===== config.mk =====
export PLATFORM = sky130hd
export DESIGN_NAME = hc165_scan_reader
export DESIGN_NICKNAME = d
export VERILOG_FILES = /design/src/rtl/hc165_pkg.sv /design/src/rtl/hc165_tick_gen.sv /design/src/rtl/hc165_scan_reader.sv
export SDC_FILE = /design/constraint.sdc
export NUM_CORES = 1
export LEC_CHECK = 0
export BUFFER_PORTS_ARGS = -buffer_cell sky130_fd_sc_hd__buf_2
export CAP_MARGIN = 20
export CORE_UTILIZATION = 55
export CTS_BUF_LIST = sky130_fd_sc_hd__clkbuf_4
export CTS_CLUSTER_DIAMETER = 60
export DETAILED_ROUTE_END_ITERATION = 16
export PLACE_DENSITY = 0.74
export SKIP_LAST_GASP = 1
export SLEW_MARGIN = 15
export SYNTH_ARGS = -nofsm -noshare
export SYNTH_HDL_FRONTEND = slang
export SYNTH_SLANG_ARGS = --single-unit
export TNS_END_PERCENT = 50

===== constraint.sdc =====
create_clock -name Clk -period 1.58 [get_ports Clk]
set_input_delay 0.158 -clock Clk [delete_from_list [all_inputs] [get_ports Clk]]
set_output_delay 0.158 -clock Clk [all_outputs]
set_load 0.005 [all_outputs]

===== src/rtl/hc165_pkg.sv =====
// Shared types and helpers for the HC165 chain scanner.
package hc165_pkg;

  typedef enum logic [2:0] {
    IDLE,
    LOAD,
    SETTLE,
    SHIFT_LO,
    SHIFT_HI,
    DONE
  } state_t;

  // Counter width able to hold 0..n-1.
  function automatic int cnt_w(input int n);
    return (n < 2) ? 1 : $clog2(n);
  endfunction

endpackage


===== src/rtl/hc165_tick_gen.sv =====
// Phase counter for the HC165 scanner: ticks on the last cycle of each HALF_DIV phase.
module hc165_tick_gen
  import hc165_pkg::*;
#(
  parameter int HALF_DIV = 25
) (
  input  logic Clk,
  input  logic Rst,
  input  logic restart,
  output logic tick
);

  localparam int W = cnt_w(HALF_DIV);
  localparam logic [W-1:0] LAST = W'(HALF_DIV - 1);

  logic [W-1:0] cnt;

  // restart lands on the cycle a state is left, so each new state sees cnt=0 first
  always_ff @(posedge Clk) begin
    if (Rst || restart) cnt <= '0;
    else if (tick)      cnt <= '0;
    else                cnt <= cnt + 1'b1;
  end

  assign tick = (cnt == LAST);

endmodule


===== src/rtl/hc165_scan_reader.sv =====
// Periodic 74HC165 chain scanner: drives PL_n/SRCLK, samples QH, posts a DATA_WIDTH word.
// Optional build macro HC165_DEBOUNCE_EN: accept a scan only if it repeats the previous raw scan.
module hc165_scan_reader
  import hc165_pkg::*;
#(
  parameter int DATA_WIDTH  = 16,
  parameter int HALF_DIV    = 25,
  parameter int SCAN_PERIOD = 1_000_000,
  parameter bit MSB_FIRST   = 1'b1
) (
  input  logic                  Clk,
  input  logic                  Rst,
  input  logic                  scan_en,
  input  logic                  QH,
  output logic                  PL_n,
  output logic                  SRCLK,
  output logic [DATA_WIDTH-1:0] data,
  output logic                  data_valid,
  output logic                  changed,
  output logic                  busy
);

  localparam int PW = cnt_w(SCAN_PERIOD);
  localparam int BW = cnt_w(DATA_WIDTH);
  localparam logic [PW-1:0] P_LAST = PW'(SCAN_PERIOD - 1);
  localparam logic [BW-1:0] B_LAST = BW'(DATA_WIDTH - 1);

  state_t                  state, state_next;
  logic   [1:0]            qh_sync;
  logic                    qh_s;
  logic                    tick;
  logic   [PW-1:0]         per_cnt;
  logic   [BW-1:0]         bit_cnt;
  logic   [DATA_WIDTH-1:0] shreg, shreg_in;
  logic                    start, sample, accept;

  always_ff @(posedge Clk) begin
    if (Rst) qh_sync <= '0;
    else     qh_sync <= {qh_sync[0], QH};
  end
  assign qh_s = qh_sync[1];

  always_ff @(posedge Clk) begin
    if (Rst || !scan_en)      per_cnt <= '0;
    else if (per_cnt == P_LAST) per_cnt <= '0;
    else                      per_cnt <= per_cnt + 1'b1;
  end

  assign start  = scan_en && (per_cnt == '0) && (state == IDLE);
  assign sample = tick && ((state == SETTLE) || (state == SHIFT_LO));
  assign busy   = (state != IDLE);

  hc165_tick_gen #(.HALF_DIV(HALF_DIV)) u_tick (
    .Clk     (Clk),
    .Rst     (Rst),
    .restart (state_next != state),
    .tick    (tick)
  );

  always_comb begin
    state_next = state;
    case (state)
      IDLE:     if (start) state_next = LOAD;
      LOAD:     if (tick)  state_next = SETTLE;
      SETTLE:   if (tick)  state_next = SHIFT_HI;
      SHIFT_HI: if (tick)  state_next = SHIFT_LO;
      // bit_cnt still holds the index of the bit being sampled this cycle
      SHIFT_LO: if (tick)  state_next = (bit_cnt == B_LAST) ? DONE : SHIFT_HI;
      DONE:                state_next = IDLE;
      default:             state_next = IDLE;
    endcase
  end

  always_comb begin
    shreg_in = '0;
    if (MSB_FIRST) shreg_in = {shreg[DATA_WIDTH-2:0], qh_s};
    else           shreg_in = {qh_s, shreg[DATA_WIDTH-1:1]};
  end

`ifdef HC165_DEBOUNCE_EN
  logic [DATA_WIDTH-1:0] raw_prev;

  always_ff @(posedge Clk) begin
    if (Rst)                raw_prev <= '0;
    else if (state == DONE) raw_prev <= shreg;
  end
  assign accept = (shreg == raw_prev);
`else
  assign accept = 1'b1;
`endif

  always_ff @(posedge Clk) begin
    if (Rst) begin
      state      <= IDLE;
      PL_n       <= 1'b1;
      SRCLK      <= 1'b0;
      bit_cnt    <= '0;
      shreg      <= '0;
      data       <= '0;
      data_valid <= 1'b0;
      changed    <= 1'b0;
    end else begin
      state      <= state_next;
      // driven from the next state so the pins line up exactly with the state they belong to
      PL_n       <= (state_next != LOAD);
      SRCLK      <= (state_next == SHIFT_HI);
      data_valid <= 1'b0;
      changed    <= 1'b0;
      if (state == IDLE) bit_cnt <= '0;
      else if (sample)   bit_cnt <= bit_cnt + 1'b1;
      if (sample) shreg <= shreg_in;
      if (state == DONE && accept) begin
        data       <= shreg;
        data_valid <= 1'b1;
        changed    <= (shreg != data);
      end
    end
  end

endmodule


* After elaboration in Yosys (flattened, before gate mapping) *
Index checks and enable logic that the tools add are counted.

operators by class
  add/subtract/negate cells = 3
  eq/ne operators = 12
  muxes and demuxes = 8
  bitwise operators = 1
  reduce and logical (&&, ||, !) cells = 14

operators with widths
  kind                   number
  $add 20x1->20 const B  1
  $eq 20x20->1 const B   1
  $logic_not 20->1       1
  $ne 16x16->1           1
  $mux 3                 5
  $pmux 3 s5             1
  $eq 3x3->1 const B     3
  $reduce_or 2->1        4
  $eq 3x2->1 const B     2
  $add 5x1->5 const B    1
  $eq 5x5->1 const B     1
  $add 4x1->4 const B    1
  $eq 4x4->1 const B     1
  $eq 3x1->1 const B     1
  $logic_and 1x1->1      3
  $logic_not 3->1        1
  $logic_or 1x1->1       3
  $ne 3x1->1 const B     1
  $ne 3x3->1             1
  $reduce_bool 3->1      1
  $mux 1                 2
  $logic_not 1->1        1
  $not 1->1              1

storage, ports and cells
  bits in registers = 70
  bits of input ports = 4
  output and inout bits = 21
  logic and storage cells = 49

* Longest topological paths before layout *
  depth in word-level cells = 8
  mapped depth = 7
  mapped depth without buffers = 6

* Modules after synthesis *
A second synthesis with hierarchy kept.

second synthesis, totals
  cell total of the unflattened synthesis = 351
  area total of the unflattened synthesis = 2965.3 µm²

by module, submodules not included
  module             times used  cells an instance  area each (µm²)  sequential area each (µm²)
  hc165_scan_reader  1           329                2752.6           1301.2
  hc165_tick_gen     1           22                 212.7            100.1

* Least setup slack after synthesis *
OpenSTA, ideal clock, no wires.

  kind = reg-to-reg
  start point = register per_cnt[0]
  end point = register per_cnt[18]
  setup time = 0.066 ns
  arrival = 1.545 ns
  data required time = 1.514 ns
  path slack = -0.031 ns
  stages on the path, launching flop included = 6
  path buffers = 0
  period minus slack after synthesis = 1.611 ns
  cells stage by stage = dfxtp_1 ha_1 and4_4 nand4_4 or4_4 a21oi_2

between the ends
  longest elaborated chain between the ends = 2
  elaborated cells on any way between the ends = 3
  those cells by class = 1 x add/sub; 1 x eq/ne; 1 x reduce/logical

ends and longest elaborated chain
  element                                                line                     text
  start, declared                                        hc165_scan_reader.sv:32  logic [PW-1:0] per_cnt;
  start signal, assigned                                 hc165_scan_reader.sv:46  else per_cnt <= per_cnt + 1'b1;
  branches (longest 2 deep; another with $add 20x1->20)  -

Parallel ways; which one is timed is not known.
A chain may end at the register's enable or synchronous reset.

* Worst setup path after layout *
  start point = register per_cnt[11]
  end point = register per_cnt[17]

Same word-level chain as after synthesis.

==> results.json <==
{
  "worst_ep_required_time_ps": 1950,
  "clock_path_buffers": 2,
  "path_max_fanout": 7,
  "grt_overflow": 0,
  "clock.fmax_ghz": 0.620,
  "yosys_warnings": 0,
  "num_rows": 26,
  "finalHoldViolCount": 0,
  "synth-compound-area-share": 0.110,
  "ys.flop_type": "dfxtp_1",
  "endpoint": "per_cnt[17]",
  "crit_arrival_ps": 1980,
  "slowest_delay_ps": 490,
  "syn-num-nets": 358,
  "path_depth": 5,
  "synth_seq_cells": 70,
  "crit_family": "simple AND/OR/NAND/NOR gates",
  "rsz0062_at_grt": "true",
  "dp_slack_ps": -4.93,
  "worstMarginPinSlew_ps": 394,
  "htree_num_levels": 3,
  "timing.slew.headroom": 0.737,
  "drt-initial-drc-count": 145,
  "drv_cap": 0,
  "die_width_um": 75.8,
  "antenna_cells": 0,
  "n_fill_cell": 389,
  "rr_endpoint": "per_cnt[17]",
  "antenna_found_initial": 0,
  "fin_crit_sh": 1.02,
  "synth_top_area_frac": 0.467,
  "crit_type": "flop to flop",
  "status": "finished, violations left",
  "netlist_top_cells_area": "dfxtp_1, nand2_1, a21oi_1",
  "cp-end-kind": "flop",
  "syn2layout_area_growth_pct": 24.8,
  "route.detailed.drc": 0,
  "ant_nets": 0,
  "synth_edf_count": 0,
  "fin_skew_ps": 20.6,
  "drt-pass1-iter-count": 4,
  "leakage_nw": 1.39,
  "synth_common_cells": "nand2_1, dfxtp_1, a21oi_1, nor2_1, xnor2_1",
  "cp_cell_sequence": "buf_4 -> and2_1 -> nand4_4 -> or4_1 -> a21oi_2",
  "synth_top_family_by_area": "simple AND/OR/NAND/NOR gates",
  "total_power_w": 0.00340,
  "grt_first_pass_wirelength_um": 10200,
  "core-area_um2": 5170,
  "place_area_um2": 3350,
  "async_reset_ff_frac": 0,
  "synth.most_common_cell": "nand2_1",
  "initial_core_util": 0.580,
  "setup_tns_ps": -32.5,
  "cp.buffers_inverters": 1,
  "numClockSinks": 70,
  "io_pins": 25,
  "synth_top_area_cell": "dfxtp_1",
  "fp.dieH_um": 75.8,
  "cts_buffers": 9,
  "numPortBuffers": 24,
  "yosysSeqAreaShare": 0.467,
  "syn_avg_cell_area_um2": 8.59,
  "grt_pass1_vias": 2253,
  "tritoncts": "built",
  "slowest_stage": "or4_1",
  "drive_gt1_frac": 0.278,
  "worst_slack_ps": -32.5,
  "clk_latency_ps": 440,
  "ys_types": 42,
  "routedWlPerCell_um": 13.9,
  "vias_per_cell": 5.44,
  "startpoint_type": "flop",
  "vias": 2611,
  "yosys.area_share.simple": 0.270,
  "timing.rr.start": "per_cnt[11]",
  "setup_violations": 1,
  "routed_wl_um": 6690,
  "finalInstanceArea_um2": 3740,
  "cts_root_buf": "clkbuf_4",
  "synthesis.area_um2": 3000,
  "num-nets-final": 414,
  "grt_start_max_net_pins": 40,
  "hold_path_class": "input port to flop",
  "place_hpwl_um": 4090,
  "ir_drop_mv": 0.553,
  "final.min_clock_period_ps": 1610,
  "syn_inst": 349,
  "r2r_slack_ps": -30,
  "design.die.area_um2": 5750,
  "gp_congestion": 0.787,
  "clk_pin_slew_worst_paths_ps": 120,
  "synthXorXnorAreaFrac": 0.0993,
  "synth_mux_area_frac": 0,
  "crit_start": "per_cnt[11]",
  "maxSlewViolCount": 0,
  "violations": "negative setup slack",
  "p_per_area_nw_per_um2": 908,
  "grtUsageTotal": 0.239,
  "synth-adder-area-share": 0.0209,
  "reg2reg_depth": 5
}
-- cell usage in the layout (no fill, tap or decap), types with 5 or more instances in the layout --
| cell | count |
|---|---|
| a21oi_1 | 36 |
| a21oi_2 | 7 |
| buf_2 | 24 |
| buf_4 | 28 |
| clkbuf_4 | 9 |
| dfxtp_1 | 59 |
| dfxtp_2 | 10 |
| inv_1 | 9 |
| nand2_1 | 75 |
| nand3_1 | 11 |
| nand4_1 | 8 |
| nor2_1 | 22 |
| o21ai_0 | 5 |
| xnor2_1 | 24 |
| xor2_1 | 10 |
-- layer usage --
metal	GRT usage	vias up	share of wire
li1	-	1307	-
met3	0.0595	13	0.047
met1	0.329	1223	0.47
met5	0	-	0
met4	0.113	0	0.020
met2	0.350	68	0.47
-- power breakdown --
| part | leakage, nW | internal [W] | total (W) | switching, W |
|---|---|---|---|---|
| clock | 0.0981 | 0.000806 | 0.00148 | 0.000676 |
| combinational | 0.723 | 0.0000553 | 0.000126 | 0.0000709 |
| sequential | 0.571 | 0.00178 | 0.00179 | 0.0000115 |
-- worst min-delay path by stage --
| stage | startpoint | end | slack (ps) | depth (start not counted) |
|---|---|---|---|---|
| after floorplan | Rst | state[2] | 230 | 1 |
| after global placement | QH | qh_sync[0] | 370 | 2 |
| after detailed placement | QH | qh_sync[0] | 390 | 2 |
| after CTS | Rst | state[0] | 90 | 3 |
| after global routing | scan_en | per_cnt[0] | 130 | 4 |
| final | scan_en | per_cnt[0] | 140 | 4 |
-- worst register-to-register path, delay by kind of cell (launching register included) --
family,cells,cell delay (ps)
AND/OR/NAND/NOR,3,940
flip-flops,1,360
AO/OA/AOI/OAI,1,150
buffers and inverters,1,110
-- layout make-up --
class | instances | area (um^2) | share of cell area
clock buffer | 9 | 67.6 | 0.0181
clock inverter | 7 | 120 | 0.0321
inverter | 9 | 33.8 | 0.00903
multi-input combinational | 256 | 1590 | 0.425
sequential | 70 | 1420 | 0.379
tap | 70 | 87.6 | 0.0234
timing repair buffer | 59 | 425 | 0.114
-- sequential cells by signal, indices dropped and copies added, names as in the netlist --
register    cells
SRCLK           1
data           16
bit_cnt         4
per_cnt        20
state           3
u_tick.cnt      5
data_valid      1
PL_n            1
shreg          16
changed         1
qh_sync         2
-- cell families (layout without fill, tap and decap cells) --
| logic type | count (synthesis) | in the layout |
|---|---|---|
| AO/OA/AOI/OAI | 56 | 56 |
| XOR/XNOR | 34 | 34 |
| adder cells (fa/ha/maj) | 5 | 5 |
| buffers and inverters | 23 | 84 |
| flip-flops | 70 | 70 |
| AND/OR/NAND/NOR | 161 | 161 |
-- through the flow --
step                      hold slack [ps]  std cells  utilization
final                                 139        480        0.724
after global routing                  133        480        0.724
after CTS                            92.5        471        0.688
after detailed placement              391        453        0.648
after global placement                369        453        0.648
after floorplan                       235        349            -
-- timing repair --
| action | CTS | global route |
|---|---|---|
| hold buffers | 1 | 0 |
| setup buffers | 1 | 8 |
| gates cloned | 0 | 1 |
| endpoints found under the setup margin | 19 | 44 |
| gates resized for setup | 2 | 32 |
| hold endpoints to repair | 1 | 0 |
| pin swaps | 1 | 6 |
Note: power is estimated with default switching activity, not from simulation.
